## config.mk

```make
export PLATFORM = sky130hd
export DESIGN_NAME = fpu_addsub_arbiter
export DESIGN_NICKNAME = d
export VERILOG_FILES = /design/src/rtl/fpu_addsub_arbiter.sv
export SDC_FILE = /design/constraint.sdc
export NUM_CORES = 1
export LEC_CHECK = 0
export BUFFER_PORTS_ARGS = -buffer_cell sky130_fd_sc_hd__buf_2
export CAP_MARGIN = 15
export CORE_ASPECT_RATIO = 0.9
export CORE_UTILIZATION = 40
export CTS_CLUSTER_SIZE = 30
export DETAILED_ROUTE_END_ITERATION = 8
export PLACE_DENSITY = 0.74
export SLEW_MARGIN = 20
export SYNTH_ARGS = -nofsm -noshare
export SYNTH_HDL_FRONTEND = slang
export SYNTH_SLANG_ARGS = --single-unit
```

## constraint.sdc

```tcl
create_clock -name clk -period 2.3 [get_ports clk]
set_input_delay 0.23 -clock clk [delete_from_list [all_inputs] [get_ports clk]]
set_output_delay 0.23 -clock clk [all_outputs]
set_load 0.01 [all_outputs]
```

## src/rtl/fpu_addsub_arbiter.sv

```systemverilog
// Round-robin arbiter/sequencer sharing one add/sub FSM unit between two requesters.
// Optional abort-on-timeout path enabled by defining FPU_ARB_TIMEOUT_EN.
module fpu_addsub_arbiter #(
  parameter int unsigned TIMEOUT = 32
) (
  input  logic        clk,
  input  logic        rst_n,
  input  logic        req0_valid,
  output logic        req0_ready,
  input  logic [31:0] req0_a,
  input  logic [31:0] req0_b,
  input  logic        req0_op,
  input  logic        req1_valid,
  output logic        req1_ready,
  input  logic [31:0] req1_a,
  input  logic [31:0] req1_b,
  input  logic        req1_op,
  output logic        resp0_valid,
  output logic        resp1_valid,
  output logic [31:0] resp_result,
  output logic        resp_err,
  output logic        fpu_start,
  output logic [31:0] fpu_n1,
  output logic [31:0] fpu_n2,
  output logic        fpu_sel,
  input  logic        fpu_done,
  input  logic [31:0] fpu_result,
  output logic        busy,
  output logic        grant_id
);

  localparam logic [31:0] QNAN = 32'h7FC0_0000;

  if (TIMEOUT < 8 || TIMEOUT > 255) begin : g_bad_timeout
    $error("fpu_addsub_arbiter: TIMEOUT must be within 8..255");
  end

  typedef enum logic [1:0] {
    S_IDLE,
    S_ISSUE,
    S_DRAIN
  } state_t;

  state_t      state_q, state_d;
  logic        last_grant_q, last_grant_d;
  logic        grant_id_q, grant_id_d;
  logic [31:0] n1_q, n1_d;
  logic [31:0] n2_q, n2_d;
  logic        sel_q, sel_d;
  logic [31:0] result_q, result_d;
  logic        err_q, err_d;
  logic        pulse_q, pulse_d;
  logic        timeout_hit;
  logic        any_valid;
  logic        winner;

`ifdef FPU_ARB_TIMEOUT_EN
  logic [7:0] cnt_q, cnt_d;

  // Held at zero in IDLE so the count starts fresh on every ISSUE entry.
  always_comb begin
    cnt_d = cnt_q;
    if (state_q == S_IDLE) begin
      cnt_d = 8'd0;
    end else if (state_q == S_ISSUE) begin
      cnt_d = cnt_q + 8'd1;
    end
  end

  always_ff @(posedge clk or negedge rst_n) begin
    if (!rst_n) begin
      cnt_q <= 8'd0;
    end else begin
      cnt_q <= cnt_d;
    end
  end

  assign timeout_hit = (state_q == S_ISSUE) && (cnt_q == 8'(TIMEOUT - 1));
`else
  assign timeout_hit = 1'b0;
`endif

  // Contention goes to whichever requester was not served last.
  assign any_valid = req0_valid | req1_valid;
  assign winner    = (req0_valid && req1_valid) ? ~last_grant_q : req1_valid;

  assign req0_ready = rst_n && (state_q == S_IDLE) && any_valid && !winner;
  assign req1_ready = rst_n && (state_q == S_IDLE) && any_valid && winner;

  always_comb begin
    state_d      = state_q;
    last_grant_d = last_grant_q;
    grant_id_d   = grant_id_q;
    n1_d         = n1_q;
    n2_d         = n2_q;
    sel_d        = sel_q;
    result_d     = result_q;
    err_d        = err_q;
    pulse_d      = 1'b0;
    case (state_q)
      S_IDLE: begin
        if (any_valid) begin
          state_d      = S_ISSUE;
          grant_id_d   = winner;
          last_grant_d = winner;
          n1_d         = winner ? req1_a  : req0_a;
          n2_d         = winner ? req1_b  : req0_b;
          sel_d        = winner ? req1_op : req0_op;
        end
      end
      S_ISSUE: begin
        if (fpu_done) begin
          state_d  = S_DRAIN;
          result_d = fpu_result;
          err_d    = 1'b0;
          pulse_d  = 1'b1;
        end else if (timeout_hit) begin
          state_d  = S_DRAIN;
          result_d = QNAN;
          err_d    = 1'b1;
          pulse_d  = 1'b1;
        end
      end
      S_DRAIN: begin
        // The unit only returns to idle after start falls, so wait for done low.
        if (!fpu_done) begin
          state_d = S_IDLE;
        end
      end
      default: begin
        state_d = S_IDLE;
      end
    endcase
  end

  always_ff @(posedge clk or negedge rst_n) begin
    if (!rst_n) begin
      state_q      <= S_IDLE;
      last_grant_q <= 1'b1;
      grant_id_q   <= 1'b0;
      n1_q         <= 32'd0;
      n2_q         <= 32'd0;
      sel_q        <= 1'b0;
      result_q     <= 32'd0;
      err_q        <= 1'b0;
      pulse_q      <= 1'b0;
    end else begin
      state_q      <= state_d;
      last_grant_q <= last_grant_d;
      grant_id_q   <= grant_id_d;
      n1_q         <= n1_d;
      n2_q         <= n2_d;
      sel_q        <= sel_d;
      result_q     <= result_d;
      err_q        <= err_d;
      pulse_q      <= pulse_d;
    end
  end

  assign fpu_start   = (state_q == S_ISSUE);
  assign fpu_n1      = n1_q;
  assign fpu_n2      = n2_q;
  assign fpu_sel     = sel_q;
  assign busy        = (state_q != S_IDLE);
  assign grant_id    = grant_id_q;
  assign resp0_valid = pulse_q && !grant_id_q;
  assign resp1_valid = pulse_q && grant_id_q;
  assign resp_result = result_q;
  assign resp_err    = err_q;

endmodule
```

Word level (Yosys, flattened, before mapping) --
Index checks and enable logic that the tools add are counted.
Storage, ports and cells: bits in registers 102, input bits 167
Cells by class: eq/ne operators 5, mux-type cells 10, bitwise logic cells 2, reduce and logical (&&, ||, !) cells 14
Operators with widths (count):
- 2-to-1 mux 32 bit | 2
- logical AND 1 bit | 7
- 2-to-1 mux 2 bit | 3
- one-hot mux 2 bit (3 select lines) | 1
- 2-to-1 mux 1 bit | 4
- inequality test 2 bit (second input constant) | 2
- AND reduction 2 bit | 2
- AND reduction 3 bit | 1
- == test 2 x 1 -> 1 bit (second input constant) | 1
- == test 2 bit (second input constant) | 1
- logical NOT 1 bit | 2
- logical NOT 2 bit | 1
- inequality test 2 x 1 -> 1 bit (second input constant) | 1
- nonzero test 2 bit | 1
- inverter 1 bit | 1
- bitwise OR 1 bit | 1

Depth between registers and ports, before layout --
word-level depth 4, mapped depth 6

Least setup slack after synthesis --
No wires, ideal clock.
path type register to register, from reg last_grant_q, to reg n2_q[19], in the netlist fpu_n2[19], data arrival time 1558 ps, data required time 2175 ps, setup slack 616 ps, stages on the path, launching flop included 7, path buffers 3, path through dfstp_2 > a21bo_1 > buf_6 > buf_6 > buf_6 > mux2_4 > mux2_4
On the way: cells in the longest elaborated chain, start to end 3
RTL lines:
- start, declared | RTL line 45 | logic last_grant_q, last_grant_d;
- start signal, assigned | RTL line 149 | last_grant_q <= last_grant_d;
- inverter 1 bit | RTL line 85 | assign winner = (req0_valid && req1_valid) ? ~last_grant_q : req1_valid;
- 2-to-1 mux 1 bit | RTL line 85
- 2-to-1 mux 32 bit | RTL line 107 | n2_d = winner ? req1_b : req0_b;
- end signal, assigned | RTL line 152 | n2_q <= n2_d;
- end, declared | RTL line 48 | logic [31:0] n2_q, n2_d;
No other way between the ends. A chain may end at the register's enable or synchronous reset.

Worst setup path after layout --
from reg state_q[1], to out req0_ready
On the way: cells in the longest elaborated chain, start to end 4
RTL lines:
- start, declared | RTL line 44 | state_t state_q, state_d;
- start signal, assigned | RTL line 148 | state_q <= state_d;
- logical NOT 2 bit | RTL line 87 | assign req0_ready = rst_n && (state_q == S_IDLE) && any_valid && !winner;
- logical AND 1 bit (3 in series) | RTL line 87
- end, declared | RTL line 9 | output logic req0_ready,
No other way between the ends.

==> results_dict.tcl <==
set metrics [dict create \
    syn_to_final_growth_pct 38.90 \
    io_pins 272 \
    fin_area_um2 6599 \
    place_area_um2 6281 \
    cap_violations 0 \
    cts_root_buffer "clkbuf_16" \
    async_flop_share_pct 100.0 \
    grt_pass1_vias 3697 \
    ys_types 21 \
    grt_pass1_wl_mm 17.11 \
    die_area_um2 12320 \
    post-synth-top-count-cell "mux2_2" \
    viasPerCell 4.740 \
    worstSetupPathType "reg -> out" \
    required_ns 2.07 \
    die_h_um 105.4 \
    cp_slowest_stage_delay_ns 0.40 \
    yosysWarnings 0 \
    maxSlewViolCount 0 \
    clkTransAtPathRegs_ns 0.07 \
    ant_nets 0 \
    clock_skew_ns 0.005774 \
    fmax_mhz 495.5 \
    synthCells 304 \
    cp_cell_sequence "nor2_1 -> o21a_4 -> buf_12 -> and3_1 -> buf_2" \
    core_um2 11480 \
    clock_sinks 102 \
    avgSynthCellArea_um2 15.63 \
    outcome "complete, no violations" \
    antenna_found_initial 0 \
    critPathTopFamily "simple AND/OR/NAND/NOR gates" \
    hp-class "in -> reg" \
    syn-num-nets 471 \
    cts_tree "yes" \
    synth_top_flop_cell "dfrtp_1" \
    layout-drive-gt1-share_pct 79.07 \
    cts.path.max_buffers 2 \
    dp_hpwl_mm 8.397 \
    ys_top_cells_by_area "dfrtp_1, mux2_2, mux2_4" \
    netlist_area_um2 4751 \
    fp.dieW_um 116.9 \
    end_kind "output port" \
    clk_latency_ns 0.35 \
    fin_setup_tns_ns 0 \
    cp_slowest_cell "dfrtp_1" \
    setup_violations 0 \
    final_hold_viol_count 0 \
    cts_max_level 3 \
    routed_wl_mm 11.14 \
    yosysSeqAreaShare_pct 53.75 \
    power_mw 8.523 \
    fin_crit_ns 2.018 \
    synth_edf_count 0 \
    wl_per_cell_um 15.18 \
    grt_max_degree 87 \
    post-cts-setup-buffers 0 \
    peakVddDrop_mv 0.8004 \
    hold_ws_ns 0.1068 \
    firstDrtPassIters 4 \
    nNetsFinal 740 \
    globalRouteOverflowTotal 0 \
    portBuffers 270 \
    p_per_area_nw_per_um2 1292 \
    p_leak_nw 3.332 \
    vias 3479 \
    cts_buffers 9 \
    drt-initial-drc-count 117 \
    crit_fanout 36 \
    diodes 0 \
    num_rows 37 \
    yosys.area.top_type_share_pct 53.20 \
    initial_core_util_pct 41.38 \
    ys_seq_elements 102 \
    fin_crit_sh_pct 87.75 \
    start_kind "register" \
    routabilityCongestion 0.7361 \
    drcViolationCount 0 \
    ys_top_cells_by_count "mux2_2, dfrtp_1, mux2_4" \
    crit_arrival_ns 1.79 \
    rsz0062_at_grt "false" \
    synth_area_leader_cell "dfrtp_1" \
    critPathBufInv 2 \
    track_usage_pct 18.36 \
]
==> through the flow <==
step / std cells / utilization, % / setup WS (ns)
after floorplan: 304 / - / 0.6164
after global placement: 717 / 54.71 / 0.6226
after detailed placement: 717 / 54.71 / 0.5786
after CTS: 734 / 57.48 / 0.2639
after global routing: 734 / 57.48 / 0.1242
final: 734 / 57.48 / 0.2817
==> cells by family (layout without fill, tap and decap cells) <==
family | Yosys count | count (layout) | synth area share (%)
buf+inv | 23 | 297 | 3.002
other cells | 1 | 1 | 0.07893
mux | 162 | 162 | 41.09
simple gates | 8 | 8 | 0.9217
flops | 102 | 102 | 53.75
compound gates | 8 | 8 | 1.159
==> report_power, final <==
group          total (mW)  internal [mW]  switching (mW)
logic                3.78           2.09            1.68
registers            3.18           2.73           0.458
clock network        1.56          0.881           0.680
total                8.52           5.70            2.82
==> registers in the layout (all words and copies together), names as in the netlist <==
register      count
fpu_n2           32
state_q           2
fpu_sel           1
fpu_n1           32
last_grant_q      1
resp_result      32
pulse_q           1
grant_id          1
==> final cells by class <==
| type | count | area [um^2] |
|---|---|---|
| flip-flops and latches | 102 | 2554 |
| clock buffers | 10 | 239.0 |
| inverters | 4 | 15.01 |
| fillers | 976 | 4882 |
| well taps | 156 | 195.2 |
| repair buffers | 277 | 1459 |
| multi-input cells | 179 | 2068 |
| clock inverters | 6 | 68.82 |
==> final timing paths <==
kind | start | to | slack [ns] | depth (start not counted)
setup / recovery | state_q[1] | req0_ready | 0.28 | 5
hold / removal | req0_valid | last_grant_q | 0.11 | 2
setup reg to reg | state_q[1] | fpu_n1[31] | 0.57 | 4
hold reg to reg | fpu_n2[13] | fpu_n2[13] | 0.50 | 1
max in group asynchronous | rst_n | last_grant_q | 1.29 | 3
min in group asynchronous | rst_n | fpu_n1[4] | 0.30 | 2
==> placed cells by master (no fill, tap or decap), types with 2 or more instances in the layout <==
master       n
dfrtp_1    101
buf_4        3
buf_2      269
buf_12       4
o21ai_0      2
inv_1        4
mux2_4      34
inv_6        2
mux2_2     128
clkbuf_16    9
nor2b_1      3
==> per-layer routing <==
metal	share of wire, %	up-vias	GRT usage (%)
met3	8.8	20	6.786
met4	2.4	0	8.228
met5	0	-	0
li1	-	1620	-
met1	38	1676	18.47
met2	51	163	33.22
==> repair_timing <==
| item | in CTS | in global routing |
|---|---|---|
| endpoints found under the hold margin | 16 | 0 |
| gates resized for setup | 0 | 0 |
| hold buffers | 1 | 0 |
No activity file was read; power rests on OpenSTA's default activity.
